--- config.mk ---
export PLATFORM = sky130hd
export DESIGN_NAME = dbi_burst_encoder_flat
export DESIGN_NICKNAME = d
export VERILOG_FILES = /design/src/rtl/dbi_burst_encoder_if.sv /design/src/rtl/dbi_burst_encoder.sv /design/src/flat_wrapper.sv
export SDC_FILE = /design/constraint.sdc
export NUM_CORES = 1
export LEC_CHECK = 0
export BUFFER_PORTS_ARGS = -buffer_cell sky130_fd_sc_hd__buf_2
export CAP_MARGIN = 20
export CORE_MARGIN = 2
export CORE_UTILIZATION = 40
export DETAILED_ROUTE_END_ITERATION = 12
export GPL_TIMING_DRIVEN = 0
export PLACE_DENSITY_LB_ADDON = 0.15
export SLEW_MARGIN = 15
export SYNTH_ARGS = -nofsm -noshare
export SYNTH_HDL_FRONTEND = slang
export SYNTH_SLANG_ARGS = --single-unit
--- constraint.sdc ---
create_clock -name clk -period 7.3 [get_ports clk]
set_clock_uncertainty 0.15 [all_clocks]
set_input_delay 0.73 -clock clk [delete_from_list [all_inputs] [get_ports clk]]
set_output_delay 0.73 -clock clk [all_outputs]
set_load 0.02 [all_outputs]
--- src/rtl/dbi_burst_encoder_if.sv ---
// Beat handshake bundle between the write-data source, the DBI encoder
// and the pad-side output register.
interface dbi_burst_encoder_if #(
    parameter int DATA_W = 8
);
    logic              s_valid;
    logic [DATA_W-1:0] s_data;
    logic              s_ready;
    logic              m_valid;
    logic [DATA_W-1:0] m_data;
    logic              m_dbi;
    logic              m_last;
    logic              m_ready;

    modport master (
        output s_valid, s_data, m_ready,
        input  s_ready, m_valid, m_data, m_dbi, m_last
    );

    modport slave (
        input  s_valid, s_data, m_ready,
        output s_ready, m_valid, m_data, m_dbi, m_last
    );
endinterface

--- src/rtl/dbi_burst_encoder.sv ---
// Burst-framed DBI encoder: AC (min transitions) or DC (min zeros) rule,
// bus parks high between bursts, saturating inverted-beat counter.
module dbi_burst_encoder #(
    parameter int DATA_W    = 8,
    parameter int BURST_LEN = 8,
    parameter int CNT_W     = 16
) (
    input  logic                clk,
    input  logic                rst_n,
    input  logic                mode,
    input  logic                stat_clr,
    output logic [CNT_W-1:0]    inv_cnt,
    dbi_burst_encoder_if.slave  bus
);
    localparam int BW = (BURST_LEN > 1) ? $clog2(BURST_LEN) : 1;
    localparam int PW = $clog2(DATA_W + 2);
    localparam logic [BW-1:0] LAST = BW'(BURST_LEN - 1);

    localparam logic [1:0] ST_IDLE  = 2'd0;
    localparam logic [1:0] ST_BURST = 2'd1;
    localparam logic [1:0] ST_DRAIN = 2'd2;
    localparam logic [1:0] ST_PARK  = 2'd3;

    logic [1:0]        r_state;
    logic [BW-1:0]     r_beat_cnt;
    logic              r_mode;
    logic              r_valid;
    logic              r_last;
    logic              r_dbi;
    logic [DATA_W-1:0] r_data;
    logic [CNT_W-1:0]  r_inv_cnt;

    logic              w_s_ready;
    logic              w_accept;
    logic              w_xfer;
    logic              w_mode;
    logic              w_inv;
    logic [PW-1:0]     w_diff;
    logic [PW-1:0]     w_t_true;
    logic [PW-1:0]     w_t_inv;
    logic [PW-1:0]     w_zeros;

    function automatic logic [PW-1:0] popcnt(input logic [DATA_W-1:0] v);
        logic [PW-1:0] c;
        c = '0;
        for (int i = 0; i < DATA_W; i++) begin
            c = c + PW'(v[i]);
        end
        return c;
    endfunction

    always_comb begin
        w_s_ready = ((r_state == ST_IDLE) || (r_state == ST_BURST))
                    && (!r_valid || bus.m_ready);
        w_accept  = bus.s_valid && w_s_ready;
        w_xfer    = r_valid && bus.m_ready;
        w_mode    = (r_state == ST_IDLE) ? mode : r_mode;
        // Transition cost counts the DBI wire as a ninth lane
        w_diff    = popcnt(bus.s_data ^ r_data);
        w_t_true  = w_diff + PW'(r_dbi);
        w_t_inv   = PW'(DATA_W) - w_diff + PW'(!r_dbi);
        w_zeros   = PW'(DATA_W) - popcnt(bus.s_data);
        w_inv     = w_mode ? (w_t_inv < w_t_true)
                           : (w_zeros > PW'(DATA_W / 2));
    end

    always_ff @(posedge clk or negedge rst_n) begin
        if (!rst_n) begin
            r_state    <= ST_IDLE;
            r_beat_cnt <= '0;
            r_mode     <= 1'b0;
        end else begin
            case (r_state)
                ST_IDLE: begin
                    if (w_accept) begin
                        r_mode <= mode;
                        if (BURST_LEN == 1) begin
                            r_state <= ST_DRAIN;
                        end else begin
                            r_beat_cnt <= BW'(1);
                            r_state    <= ST_BURST;
                        end
                    end
                end
                ST_BURST: begin
                    if (w_accept) begin
                        if (r_beat_cnt == LAST) begin
                            r_beat_cnt <= '0;
                            r_state    <= ST_DRAIN;
                        end else begin
                            r_beat_cnt <= r_beat_cnt + BW'(1);
                        end
                    end
                end
                ST_DRAIN: begin
                    if (w_xfer && r_last) begin
                        r_state <= ST_PARK;
                    end
                end
                ST_PARK: r_state <= ST_IDLE;
                default: r_state <= ST_IDLE;
            endcase
        end
    end

    // Output register doubles as the AC reference for the next beat
    always_ff @(posedge clk or negedge rst_n) begin
        if (!rst_n) begin
            r_valid <= 1'b0;
            r_last  <= 1'b0;
            r_data  <= '1;
            r_dbi   <= 1'b0;
        end else if (r_state == ST_PARK) begin
            r_valid <= 1'b0;
            r_data  <= '1;
            r_dbi   <= 1'b0;
        end else if (w_accept) begin
            r_valid <= 1'b1;
            r_last  <= (r_beat_cnt == LAST);
            r_data  <= w_inv ? ~bus.s_data : bus.s_data;
            r_dbi   <= w_inv;
        end else if (w_xfer) begin
            r_valid <= 1'b0;
        end
    end

    always_ff @(posedge clk or negedge rst_n) begin
        if (!rst_n) begin
            r_inv_cnt <= '0;
        end else if (stat_clr) begin
            r_inv_cnt <= '0;
        end else if (w_accept && w_inv && (r_inv_cnt != '1)) begin
            r_inv_cnt <= r_inv_cnt + CNT_W'(1);
        end
    end

    assign bus.s_ready = w_s_ready;
    assign bus.m_valid = r_valid;
    assign bus.m_data  = r_data;
    assign bus.m_dbi   = r_dbi;
    assign bus.m_last  = r_last;
    assign inv_cnt     = r_inv_cnt;

endmodule

--- src/flat_wrapper.sv ---
// flat-port wrapper written by rule: the top's interface ports become plain ports
module dbi_burst_encoder_flat 
#(
    parameter int DATA_W    = 8,
    parameter int BURST_LEN = 8,
    parameter int CNT_W     = 16
)
  (clk, rst_n, mode, stat_clr, inv_cnt, bus_s_valid, bus_s_data, bus_m_ready, bus_s_ready, bus_m_valid, bus_m_data, bus_m_dbi, bus_m_last);
  dbi_burst_encoder_if #(.DATA_W(DATA_W)) bus_i ();
  input  logic clk;
  input  logic rst_n;
  input  logic mode;
  input  logic stat_clr;
  output logic [CNT_W-1:0] inv_cnt;
  input wire logic [$bits(bus_i.s_valid)-1:0] bus_s_valid;
  input wire logic [$bits(bus_i.s_data)-1:0] bus_s_data;
  input wire logic [$bits(bus_i.m_ready)-1:0] bus_m_ready;
  output wire logic [$bits(bus_i.s_ready)-1:0] bus_s_ready;
  output wire logic [$bits(bus_i.m_valid)-1:0] bus_m_valid;
  output wire logic [$bits(bus_i.m_data)-1:0] bus_m_data;
  output wire logic [$bits(bus_i.m_dbi)-1:0] bus_m_dbi;
  output wire logic [$bits(bus_i.m_last)-1:0] bus_m_last;
  assign bus_i.s_valid = bus_s_valid;
  assign bus_i.s_data = bus_s_data;
  assign bus_i.m_ready = bus_m_ready;
  assign bus_s_ready = bus_i.s_ready;
  assign bus_m_valid = bus_i.m_valid;
  assign bus_m_data = bus_i.m_data;
  assign bus_m_dbi = bus_i.m_dbi;
  assign bus_m_last = bus_i.m_last;
  dbi_burst_encoder #(.DATA_W(DATA_W), .BURST_LEN(BURST_LEN), .CNT_W(CNT_W)) u_core (.clk(clk), .rst_n(rst_n), .mode(mode), .stat_clr(stat_clr), .inv_cnt(inv_cnt), .bus(bus_i));
endmodule
==> run summary <==
The clock net sink count is 33. The count of buffers added on input and output ports is 40. The first global-routing pass estimated roughly 9.1 mm of wire. The number of synthesized flops with an enable pin is 0. The detailed-route DRC error count came out at 0. The register cell area after layout is approximately 840 sq um. The number of buffers created by CTS is 5. The hold violation total from the final report came to 0. The starting DRC count in detailed routing is around 120.

For this design, the slowest cell found on the critical path is sky130_fd_sc_hd__fa_1. The cell type contributing the most total cell area after synthesis is sky130_fd_sc_hd__dfrtp_1. The net count of the finished layout came out at ~350. The half-perimeter wire length of the detailed placement result came out at between 4 and 5 mm. The largest fanout of any net on the critical path came out at 10. The most repeated library cell on the critical path is sky130_fd_sc_hd__fa_1. The max-slew violation total from the final report came to 0. The number of global-route vias before repair came out at roughly 1800. The peak per-stage delay on the critical path came out at around 530 ps.

The tightest hold path in the finished design has a slack of 343 ps. The worst path required time came out at ~7400 ps. The total iterations of the first detailed-routing run is 4. The worst hold path belongs to the class flip-flop to flip-flop. The initial utilization of the core area, before any placement, comes to between 40% and 50%. The post-layout minimum cycle time came out at approximately 5400 ps.

The total standard cell area after synthesis is around 2400 sq um. The actual transition at the worst max-transition pin is 789 ps. In the final layout, the multi-input gates occupy between 1000 and 1500 sq um.

The die outline area came out at 6670 sq um. By area the synthesized netlist is led by sky130_fd_sc_hd__dfrtp_1 (26%), sky130_fd_sc_hd__ha_1 (12%), sky130_fd_sc_hd__dfstp_2 (8.7%). The antenna violation net count after detailed routing came out at 0.

The final setup violation count is 0. The TritonCTS clock tree is yes. The post-route netlist has between 20% and 30% of its cells at a drive strength greater than 1. The tree is rooted in a sky130_fd_sc_hd__clkbuf_8. Summed over all layers, the global routing overflow is 0. The cell count after placement is 369. The number of standard cells after synthesis is around 250.

The count of distinct cell types in the synthesized netlist is 38. Setup repair after global routing left no endpoint under its margin. The flow ran to the end, and the final reports show no timing, DRC or antenna violations.

Once the clock tree was built, the resizer swapped 0 gates to a different size. The max-capacitance violation count came out at 0. After synthesis, the largest area contributor takes up 25.9% of total cell area. Static timing analysis puts the maximum clock frequency at between 0.15 and 0.2 GHz.

The vertical extent of the die came out at approximately 82 um. Across every metal layer, demand over resource in global routing totals between 10% and 20%. The period utilization came out at about three quarters.

The most used flip-flop cell after synthesis is sky130_fd_sc_hd__dfrtp_1. The pin count of the biggest net entering global routing came out at 34. The number of placement rows is 28.

The post-route non-filler standard cell count is about 380. The headroom to the max-slew limit came out at roughly 47%. The wire length reported by the detailed router is between 5 and 6 mm. Clock-pin slew was measured on the worst setup and hold paths at around 70 ps. The average wire length per cell after detail routing came out at between 10 and 15 um. For this run, the number of Yosys warnings is 0. Counting flops and latches in the post-synthesis netlist gives 33. The number of buffers between clock root and the deepest sink is 2. The signal on the critical path passes through buf_2 -> xor2_1 -> ha_1 -> fa_1 -> inv_1 -> fa_1 -> fa_1 -> fa_1 -> xnor2_1 -> nand3_1 -> xnor2_1 -> ha_1 -> a21oi_1 -> a31oi_1 -> buf_2 -> or4_1 -> a21oi_1. The share of async-settable or async-resettable flops after synthesis is between 90% and 100%. STA classifies the critical path endpoint as a flip-flop. The die span in x is just over 80 um. The detail-routed via count per cell came out at between 5 and 6.

The worst setup path is launched from a primary input. The antenna diode count came out at 0. The area growth from synthesis to layout is 15.5%. The final weighted congestion in routability-driven placement came out at roughly 0.8.

The total core area came out at 5890 sq um. Buffers added to address setup during post-CTS repair amount to 0. For the final routed database, the setup TNS stands at 0 ps.

The number of fill cells in the layout came out at between 500 and 600. Sequential cells were found to cover about a third of the synthesized design area. The average cell area after synthesis came out at between 9 and 10 sq um. The H-tree depth is 2. The number of hold buffers added after CTS was 0.

The worst-skew pair later-pin latency is between 200 and 300 ps. The critical path is of the primary input to flip-flop type. The initial antenna violation count is 0. At the worst endpoint, the arrival time is around 5400 ps.

The total via count after detailed routing is 1977. The number of nets produced by synthesis is roughly 300. The I/O pin total came out at 42.
[cell type report]
type                            instances  area share, %
Multi-Input combinational cell        187           51.8
Sequential cell                        33           30.0
Timing Repair Buffer                   40           7.18
Tap cell                               75           3.36
Inverter                               23           3.10
Clock buffer                            8           2.87
Buffer                                 11           1.70
[final timing paths]
path                       slack [ps]  depth (start not counted)                               end                             start
min reg2reg                       340                          2  u_core.r_beat_cnt[2]$_DFFE_PN0P_  u_core.r_beat_cnt[2]$_DFFE_PN0P_
max in group asynchronous        6130                          1     u_core.inv_cnt[9]$_DFFE_PN0P_                             rst_n
min in group asynchronous         380                          1  u_core.r_beat_cnt[1]$_DFFE_PN0P_                             rst_n
max                              1920                         17     u_core.inv_cnt[5]$_DFFE_PN0P_                     bus_s_data[0]
max reg2reg                      1980                         16     u_core.inv_cnt[5]$_DFFE_PN0P_  u_core.bus.m_data[0]$_DFFE_PN1P_
min                               340                          2  u_core.r_beat_cnt[2]$_DFFE_PN0P_  u_core.r_beat_cnt[2]$_DFFE_PN0P_
[kinds of logic (layout without fill, tap and decap cells)]
kind of cell	after synthesis	in the layout	share of synthesized area [%]
AO/OA/AOI/OAI	62	62	14.9
XOR/XNOR	22	22	7.98
adder cells (fa/ha/maj)	31	31	18.2
buffers and inverters	34	82	5.54
flip-flops	33	33	34.6
multiplexers	7	7	3.37
AND/OR/NAND/NOR	65	65	15.3
[Yosys cell counts, types with 2 or more instances]
| cell | number |
|---|---|
| sky130_fd_sc_hd__xnor2_1 | 18 |
| sky130_fd_sc_hd__dfstp_2 | 8 |
| sky130_fd_sc_hd__nand2_1 | 9 |
| sky130_fd_sc_hd__or4_1 | 10 |
| sky130_fd_sc_hd__a21oi_1 | 27 |
| sky130_fd_sc_hd__nor2_1 | 6 |
| sky130_fd_sc_hd__nand4_1 | 7 |
| sky130_fd_sc_hd__ha_1 | 24 |
| sky130_fd_sc_hd__nor4_1 | 4 |
| sky130_fd_sc_hd__or3_1 | 3 |
| sky130_fd_sc_hd__o31ai_1 | 10 |
| sky130_fd_sc_hd__fa_1 | 7 |
| sky130_fd_sc_hd__o21ai_0 | 17 |
| sky130_fd_sc_hd__nand2b_1 | 2 |
| sky130_fd_sc_hd__mux2_2 | 5 |
| sky130_fd_sc_hd__o211ai_1 | 2 |
| sky130_fd_sc_hd__nor2b_1 | 4 |
| sky130_fd_sc_hd__nand3_1 | 13 |
| sky130_fd_sc_hd__buf_2 | 5 |
| sky130_fd_sc_hd__dfrtp_1 | 25 |
| sky130_fd_sc_hd__and3_1 | 2 |
| sky130_fd_sc_hd__inv_1 | 23 |
| sky130_fd_sc_hd__clkbuf_1 | 5 |
| sky130_fd_sc_hd__xor2_1 | 4 |
[critical path, delay by kind of cell]
kind	cells	cell delay [ps]
adders and majority gates	6	2510
xor gates and xnor gates	3	670
and+or+nand+nor	2	660
AOI/OAI and AO/OA	3	490
buffers and inverters	3	380
[layout by cell type (no fill, tap or decap), types with 10 or more instances in the layout]
master                    netlist  routed
sky130_fd_sc_hd__buf_2          5      45
sky130_fd_sc_hd__ha_1          24      24
sky130_fd_sc_hd__dfrtp_1       25      25
sky130_fd_sc_hd__xnor2_1       18      18
sky130_fd_sc_hd__inv_1         23      23
sky130_fd_sc_hd__a21oi_1       27      27
sky130_fd_sc_hd__nand3_1       13      13
sky130_fd_sc_hd__o21ai_0       17      17
sky130_fd_sc_hd__or4_1         10      10
sky130_fd_sc_hd__o31ai_1       10      10
[metrics by stage]
stage	area [sq um]	utilization [%]	worst slack, ps
after detailed placement	2710	46.0	1610
after CTS	2790	47.4	1900
after floorplan	2410	-	2030
final	2790	47.4	1920
after global routing	2790	47.4	1570
after global placement	2710	46.0	1630
[sequential cells by signal (all words and copies together), names as in the netlist]
name	flops
u_core.bus.m_data	8
u_core.bus.m_dbi	1
u_core.r_state	2
u_core.r_beat_cnt	3
u_core.inv_cnt	16
u_core.bus.m_last	1
u_core.r_mode	1
u_core.bus.m_valid	1
[routing by layer]
| metal | track usage (%) | wire length, um |
|---|---|---|
| met5 | 0 | 0 |
| met4 | 6.00 | 33 |
| met3 | 2.42 | 201 |
| met2 | 27.0 | 2390 |
| met1 | 26.1 | 2710 |
Power is not shown: default switching activity piles up to over one toggle a cycle in this logic, so the estimate is an artifact.
